==> src/rtl/mux8_rr_arbiter.sv <==
// Round-robin arbiter/sequencer that shares one 8:1 single-bit select path between eight requesters.
// Grant latency is 1 cycle. A grant holds while ready is low, and after HOLD_MAX accepted beats the grant rotates.
module mux8_rr_arbiter #(
    parameter int HOLD_MAX = 4
) (
    input  logic       clk,
    input  logic       rst,
    input  logic [7:0] req,
    input  logic [7:0] d,
    input  logic       ready,
    output logic [7:0] gnt,
    output logic [2:0] sel,
    output logic       y,
    output logic       y_valid,
    output logic       busy
);

    localparam int CW = (HOLD_MAX + 1 > 2) ? $clog2(HOLD_MAX + 1) : 1;
    localparam logic [CW-1:0] LAST = CW'(HOLD_MAX - 1);

    typedef enum logic {IDLE, GRANT} state_t;

    state_t        state, state_n;
    logic [2:0]    ptr, ptr_n, sel_n;
    logic [7:0]    gnt_n;
    logic [CW-1:0] cnt, cnt_n;
    logic          y_n, y_valid_n;
    logic          beat, rel, found;
    logic [2:0]    scan_ptr, win;

    // First requester at or after p, wrapping modulo 8.
    function automatic logic [3:0] pick(input logic [7:0] r, input logic [2:0] p);
        logic       f;
        logic [2:0] w;
        logic [2:0] idx;
        f = 1'b0;
        w = 3'd0;
        for (int k = 0; k < 8; k++) begin
            idx = p + 3'(k);
            if (!f && r[idx]) begin
                f = 1'b1;
                w = idx;
            end
        end
        return {f, w};
    endfunction

    always_comb begin
        beat     = (state == GRANT) && ready && req[sel];
        rel      = (state == GRANT) && (!req[sel] || (beat && cnt == LAST));
        // On release the scan starts just past the outgoing grantee.
        scan_ptr = rel ? sel + 3'd1 : ptr;
        {found, win} = pick(req, scan_ptr);

        state_n   = state;
        ptr_n     = ptr;
        sel_n     = sel;
        gnt_n     = gnt;
        cnt_n     = cnt;
        y_n       = y;
        y_valid_n = 1'b0;

        case (state)
            IDLE: begin
                if (found) begin
                    state_n = GRANT;
                    gnt_n   = 8'(1) << win;
                    sel_n   = win;
                    cnt_n   = '0;
                end else begin
                    gnt_n = '0;
                end
            end
            GRANT: begin
                if (beat) begin
                    y_n       = d[sel];
                    y_valid_n = 1'b1;
                    cnt_n     = cnt + CW'(1);
                end
                if (rel) begin
                    ptr_n = sel + 3'd1;
                    cnt_n = '0;
                    if (found) begin
                        gnt_n = 8'(1) << win;
                        sel_n = win;
                    end else begin
                        state_n = IDLE;
                        gnt_n   = '0;
                    end
                end
            end
            default: state_n = IDLE;
        endcase
    end

    always_ff @(posedge clk) begin
        if (rst) begin
            state   <= IDLE;
            ptr     <= '0;
            sel     <= '0;
            gnt     <= '0;
            cnt     <= '0;
            y       <= 1'b0;
            y_valid <= 1'b0;
        end else begin
            state   <= state_n;
            ptr     <= ptr_n;
            sel     <= sel_n;
            gnt     <= gnt_n;
            cnt     <= cnt_n;
            y       <= y_n;
            y_valid <= y_valid_n;
        end
    end

    assign busy = (state == GRANT);

endmodule

==> config.mk <==
export PLATFORM = sky130hd
export DESIGN_NAME = mux8_rr_arbiter
export DESIGN_NICKNAME = d
export VERILOG_FILES = /design/src/rtl/mux8_rr_arbiter.sv
export SDC_FILE = /design/constraint.sdc
export NUM_CORES = 1
export LEC_CHECK = 0
export CORE_AREA = 2 2 67 69
export DETAILED_ROUTE_END_ITERATION = 8
export DIE_AREA = 0 0 69 71
export PLACE_DENSITY = 0.93
export SLEW_MARGIN = 15
export SYNTH_ARGS = -nofsm -noshare
export SYNTH_HDL_FRONTEND = slang
export SYNTH_SLANG_ARGS = --single-unit
export TNS_END_PERCENT = 50
==> constraint.sdc <==
create_clock -name clk -period 10.85 [get_ports clk]
set_input_delay 1.6275 -clock clk [delete_from_list [all_inputs] [get_ports clk]]
set_output_delay 1.6275 -clock clk [all_outputs]
set_load 0.1 [all_outputs]
==> reports/results.ini, run 1 <==
[clocking]
cts.sinks=20
root_buffer=clkbuf_8
postCtsSetupRepairBufs=0
cts_tree=yes
clkTransAtPathRegs_ns=0.07
numCtsBuffers=3
htree_levels=1
clk_latency_ns=0.27
clock_path_buffers=2
cts.repair.resized=0
postCtsHoldBufs=0

[yosys]
synth_common_cells=nor2_1 (32), mux2i_1 (25), nand2_1 (21)
synth_xor_area_frac=0.0207
syn_area_mm2=0.00248
synth_seq_cells=20
synthSimpleGateAreaFrac=0.274
synth_nets=330
synthMuxAreaShare=0.182
synth_top_area_cell=dfxtp_1
yosysMostFrequentCell=nor2_1
syn_inst=306
synth_compound_area_frac=0.280
avgSynthCellArea_um2=8.10
synth_area_leaders=dfxtp_1 (16%), mux2i_1 (10%), nor2_1 (4.8%), mux2_2 (4.5%), nand2_1 (3.2%)
synth_cell_types=73
synth_edf_count=0
yosysTopAreaCellShare=0.162
synth_adder_area_share=0.0253
async_flop_share=0
synthFlopType=dfxtp_1
synth_top_family_by_area=compound AO/OA/AOI/OAI gates
yosysWarnings=0
seq_area_frac_synth=0.162

[floorplan]
row_count=24
io_pins=33
start_util=0.589
core_mm2=0.00420
die_h_um=71
die_area_mm2=0.00490
die_width_um=69

[power]
p_per_area_mw_per_mm2=366
peakVddDrop_v=0.000310
p_leak_uw=0.00107

[worst_setup_path]
worstSetupPathType=primary input to flip-flop
critPathCaptureType=flip-flop
crit_required_ns=11.07
worstSetupStartpointType=primary input
cp_max_fo=14
crit_arrival_ns=7.20

[grt]
grt.total_usage=0.285
grt_max_degree=29
grt_antenna_before_repair=0
grt_pass1_wl_um=11800
grt_pass1_vias=2471
grt_overflow=0

[drt]
drt-total-wl_um=7040
first_iter_violations=320
drc=0
ant_nets=0
viasPerCell=7.09
wl_per_cell_um=18.7
vias=2673
dr.pass1.iters=7

[sta]
slew_viol_final=0
max_freq_ghz=0.143
setup_tns_ns=0
slew_headroom=0.347
holdWs_ns=0.474
fin_crit_ns=6.99
worst_pin_slew_ns=0.976
skew_ns=0.00199
finalHoldViolCount=0
rsz0062_at_grt=no
setup_viol=0
period_share=0.644

[status]
outcome=complete, no violations

[final_layout]
drive_above_1_share=0.108
area_growth_pct=14.9
nets=350
fill_cells=350
utilization=0.677
diodes=0

[flow_run]
max-cap-violations=0

[placed_design]
hpwl_um=5190
port_buffers=32
place.gp.congestion=0.884

[min_path]
hp-class=flip-flop to flip-flop

[placed cells by master, fill, tap and decap left out, types with 4 or more instances in the layout]
| cell type | netlist | routed |
|---|---|---|
| mux2i_1 | 25 | 25 |
| nor3_1 | 11 | 11 |
| o31ai_1 | 5 | 5 |
| inv_1 | 10 | 10 |
| mux2_2 | 10 | 10 |
| a32o_1 | 6 | 6 |
| o21ai_0 | 5 | 5 |
| clkdlybuf4s50_1 | 0 | 32 |
| a22o_1 | 5 | 5 |
| nand2b_1 | 5 | 5 |
| nand2_1 | 21 | 21 |
| a211oi_1 | 6 | 6 |
| dfxtp_1 | 20 | 20 |
| a21oi_1 | 6 | 6 |
| and2_1 | 5 | 5 |
| nor3b_1 | 4 | 4 |
| nand4_1 | 10 | 10 |
| nand3_1 | 10 | 10 |
| ha_1 | 5 | 5 |
| or3_1 | 6 | 6 |
| nor2b_1 | 5 | 5 |
| nor2_1 | 32 | 32 |
| o21ai_1 | 4 | 4 |
| a31oi_1 | 5 | 5 |
[flip-flops by register name (all words and copies together) (netlist names)]
register,count
y_valid,1
cnt,3
y,1
ptr,3
sel,3
gnt,8
busy,1
[per-layer routing]
layer	GRT usage	wire length, um	vias to the layer above
met5	0	0	-
met4	0.144	279	0
met3	0.0470	529	36
met2	0.490	3480	164
met1	0.345	2750	1252
li1	-	-	1221
[cell families after synthesis]
logic type,count (synthesis)
DFF,20
xor gates and xnor gates,5
AOI/OAI and AO/OA,81
adders and majority gates,5
muxes,40
and+or+nand+nor,126
buffers and inverters,29
[worst max-delay path, stage by stage]
cell and delay, ns:
clkdlybuf4s50_1 0.60, a211oi_2 0.38, a32oi_4 0.11, a41oi_2 0.44, mux2i_1 0.14, buf_4 0.20
inv_1 0.30, ha_1 0.50, nor3b_1 0.09, a21oi_1 0.14, and3_1 0.17, nand4_1 0.31
a2111o_1 0.42, and4_1 0.28, a211o_1 0.31, nor4_1 0.56, a211oi_4 0.11, nor3b_2 0.30
a32o_1 0.21
[worst paths after layout]
| check | startpoint | to | slack [ns] | cells after the start |
|---|---|---|---|---|
| worst max-delay path | req[1] | gnt[1]$_SDFFE_PP0N_ | 3.86 | 19 |
| worst min-delay path | gnt[6]$_SDFFE_PP0N_ | gnt[6]$_SDFFE_PP0N_ | 0.47 | 2 |
| worst max register to register | busy$_SDFF_PP0_ | gnt[1]$_SDFFE_PP0N_ | 4.96 | 17 |
| worst min register to register | gnt[6]$_SDFFE_PP0N_ | gnt[6]$_SDFFE_PP0N_ | 0.47 | 2 |
[power breakdown]
group,internal [uW],total (uW),switching [uW],leakage (uW)
clock network,49.4,75.6,26.3,0.0000357
registers,89.8,113,22.7,0.000163
logic,316,854,538,0.000868
[layout make-up]
cell class	instances	area (um^2)	area share
Multi-Input combinational cell	257	1940	0.680
Sequential cell	20	400	0.141
Inverter	10	37.5	0.0132
Clock buffer	3	41.3	0.0145
Clock inverter	1	30.0	0.0105
Tap cell	52	65.1	0.0229
Timing Repair Buffer	34	335	0.118
[metrics by stage]
stage	cell area, um^2	std cells	setup slack [ns]	total power (uW)
finish	2850	377	3.86	1040
global route	2850	377	3.53	1110
CTS	2850	377	3.96	1020
detailed placement	2780	373	3.70	940
global placement	2780	373	3.89	916
floorplan	2480	306	4.78	785
(Power assumes the default switching activity.)
==> run 2, diff against run 1 <==
Settings changed: CORE_AREA 2 2 67 69 to 2 2 70 72, DIE_AREA 0 0 69 71 to 0 0 72 74, PLACE_DENSITY 0.93 to 0.87.
Clock period 10.85 ns to 6.8 ns, I/O delays scaled along.
==> run 2 against run 1 <==
Against the previous run:
- core utilization fell by 5.4 points
- register-to-register slack got worse by 3.8 ns
- sequential power rose by 66%
- sequential share of layout area fell by 0.086 points
- critical path type unchanged
==> reports/results.ini, run 2 (same netlist as run 1, synthesis figures left out) <==
[clocking]
clock_path_buffers=2  ; unchanged
htree_levels=1  ; unchanged
clkTransAtPathRegs_ns=0.07  ; about the same
cts.repair.resized=0  ; unchanged
postCtsHoldBufs=0  ; unchanged
root_buffer=clkbuf_8  ; unchanged
postCtsSetupRepairBufs=0  ; unchanged
clk_latency_ns=0.26  ; was 0.27 ns
cts.sinks=20  ; unchanged
numCtsBuffers=3  ; unchanged
cts_tree=yes  ; unchanged

[final_layout]
diodes=0  ; unchanged
drive_above_1_share=0.113  ; was 0.108
final_cell_mix=nor2_1 (32), clkdlybuf4s50_1 (32), mux2i_1 (25), nand2_1 (21), dfxtp_1 (20)  ; unchanged
utilization=0.623  ; was 0.677
largest_register_ffs=8  ; unchanged
max_flop_register=gnt  ; unchanged
fill_cells=379  ; was 350
area_growth_pct=15.6  ; was 14.9%
nets=352  ; was 350
final_cells=381  ; was 377

[grt]
grt_pass1_wl_um=11100  ; was 11800 um
grt_max_degree=29  ; unchanged
grt_pass1_vias=2304  ; was 2471
grt_overflow=0  ; unchanged
grt_antenna_before_repair=0  ; unchanged
grt.total_usage=0.255  ; was 0.285

[power]
p_per_area_mw_per_mm2=573  ; was 366 mW/mm^2
p_leak_uw=0.00108  ; was 0.00107 uW
peakVddDrop_v=0.000426  ; was 0.000310 V

[floorplan]
die_area_mm2=0.00533  ; was 0.00490 mm^2
start_util=0.539  ; was 0.589
die_width_um=72  ; was 69 um
io_pins=33  ; unchanged
die_h_um=74  ; was 71 um
row_count=25  ; was 24
core_mm2=0.00460  ; was 0.00420 mm^2

[sta]
max_freq_ghz=0.164
setup_viol=0  ; unchanged
finalHoldViolCount=0  ; unchanged
slew_headroom=0.341  ; was 0.347
fin_crit_ns=6.10
slew_viol_final=0  ; unchanged
rsz0062_at_grt=no  ; unchanged
holdWs_ns=0.474  ; about the same
setup_tns_ns=0  ; unchanged
period_share=0.897
worst_pin_slew_ns=0.986  ; was 0.976 ns
fin_ws_ns=0.701  ; was 3.86 ns
skew_ns=0.00482  ; was 0.00199 ns

[drt]
wl_per_cell_um=17.6  ; was 18.7 um
viasPerCell=6.72  ; was 7.09
vias=2561  ; was 2673
ant_nets=0  ; unchanged
drt-total-wl_um=6710  ; was 7040 um
dr.pass1.iters=5  ; was 7
drc=0  ; unchanged
first_iter_violations=279  ; was 320

[min_path]
holdCritStartpoint=gnt[6]$_SDFFE_PP0N_  ; unchanged
hp-class=flip-flop to flip-flop  ; unchanged

[worst_setup_path]
cp_num_buf_inv=2  ; was 3
cp_num_cells=19  ; unchanged
reg2regPathDepth=17  ; unchanged
critPathCaptureType=flip-flop  ; unchanged
path_cells=clkdlybuf4s50_1 -> nand2_1 -> nand4b_1 -> a41oi_2 -> nor2_1 -> a21o_1 -> inv_1 -> ha_1 -> nor3b_1 -> a21oi_1 -> and3_1 -> nand4_1 -> a2111o_1 -> and4_1 -> a211oi_4 -> nand3_2 -> o31a_1 -> nor3b_2 -> a32o_1  ; was clkdlybuf4s50_1 -> a211oi_2 -> a32oi_4 -> a41oi_2 -> mux2i_1 -> buf_4 -> inv_1 -> ha_1 -> nor3b_1 -> a21oi_1 -> and3_1 -> nand4_1 -> a2111o_1 -> and4_1 -> a211o_1 -> nor4_1 -> a211oi_4 -> nor3b_2 -> a32o_1
rr_startpoint=busy$_SDFF_PP0_  ; unchanged
worstSetupStartpointType=primary input  ; unchanged
crit_required_ns=6.95  ; was 11.07 ns
rr_endpoint=gnt[3]$_SDFFE_PP0N_  ; was gnt[1]$_SDFFE_PP0N_
critical_path.startpoint=req[3]  ; was req[1]
r2r_slack_ns=1.12  ; was 4.96 ns
crit_end=gnt[3]$_SDFFE_PP0N_  ; was gnt[1]$_SDFFE_PP0N_
crit_arrival_ns=6.25  ; was 7.20 ns
max_stage_delay_ns=0.57  ; was 0.60 ns
critPathSlowestCell=clkdlybuf4s50_1  ; unchanged
worstSetupPathType=primary input to flip-flop  ; unchanged
cp_max_fo=14  ; unchanged
cp_top_family=compound AO/OA/AOI/OAI gates  ; unchanged

[placed_design]
dp_cells=377  ; was 373
hpwl_um=4890  ; was 5190 um
place_ws_ns=0.506  ; was 3.70 ns
place.gp.congestion=0.897  ; was 0.884
port_buffers=32  ; unchanged

[status]
outcome=complete, no violations  ; unchanged

[flow_run]
max-cap-violations=0  ; unchanged

-- run 2: changes by cell type in the layout (fill, tap and decap cells not counted), sizes merged --
cell  delta
buf      +2
-- run 2: cell type report --
type	instances	area, um^2	area share
sequential	20	400	0.140
timing repair buffer	36	350	0.122
tap	54	67.6	0.0236
clock buffer	3	41.3	0.0144
inverter	10	37.5	0.0131
multi-input combinational	257	1940	0.676
clock inverter	1	30.0	0.0105
-- run 2: worst min-delay path: stages, from the launching register on --
cell and delay, ns:
dfxtp_1 0.33, nand2_1 0.05, o31ai_1 0.06
-- run 2: worst min-delay path by stage --
stage                                endpoint  slack, ns  cells after the start
after floorplan           cnt[2]$_SDFFE_PP0P_       0.46                      2
after global placement    gnt[0]$_SDFFE_PP0N_       0.45                      2
after detailed placement  gnt[6]$_SDFFE_PP0N_       0.44                      2
after CTS                 gnt[4]$_SDFFE_PP0N_       0.47                      2
after global routing      gnt[4]$_SDFFE_PP0N_       0.48                      2
final                     gnt[6]$_SDFFE_PP0N_       0.47                      2
-- run 2: per-layer routing --
layer	vias to the layer above	global-route usage	routed length [um]
met3	19	0.0244	446
met5	-	0	0
met2	120	0.445	3160
met4	0	0.0713	146
met1	1191	0.340	2960
li1	1231	-	-
-- run 2: where the power goes --
part	switching (uW)	internal (uW)	total (uW)
logic	828	508	1340
clock network	37.5	78.5	116
registers	45.0	143	188
total	910	730	1640
-- run 2: metrics by stage --
stage / instance area (um^2) / total power (uW)
global placement: 2790 / 1470
detailed placement: 2790 / 1490
floorplan: 2480 / 1250
CTS: 2860 / 1620
global route: 2860 / 1750
finish: 2860 / 1640
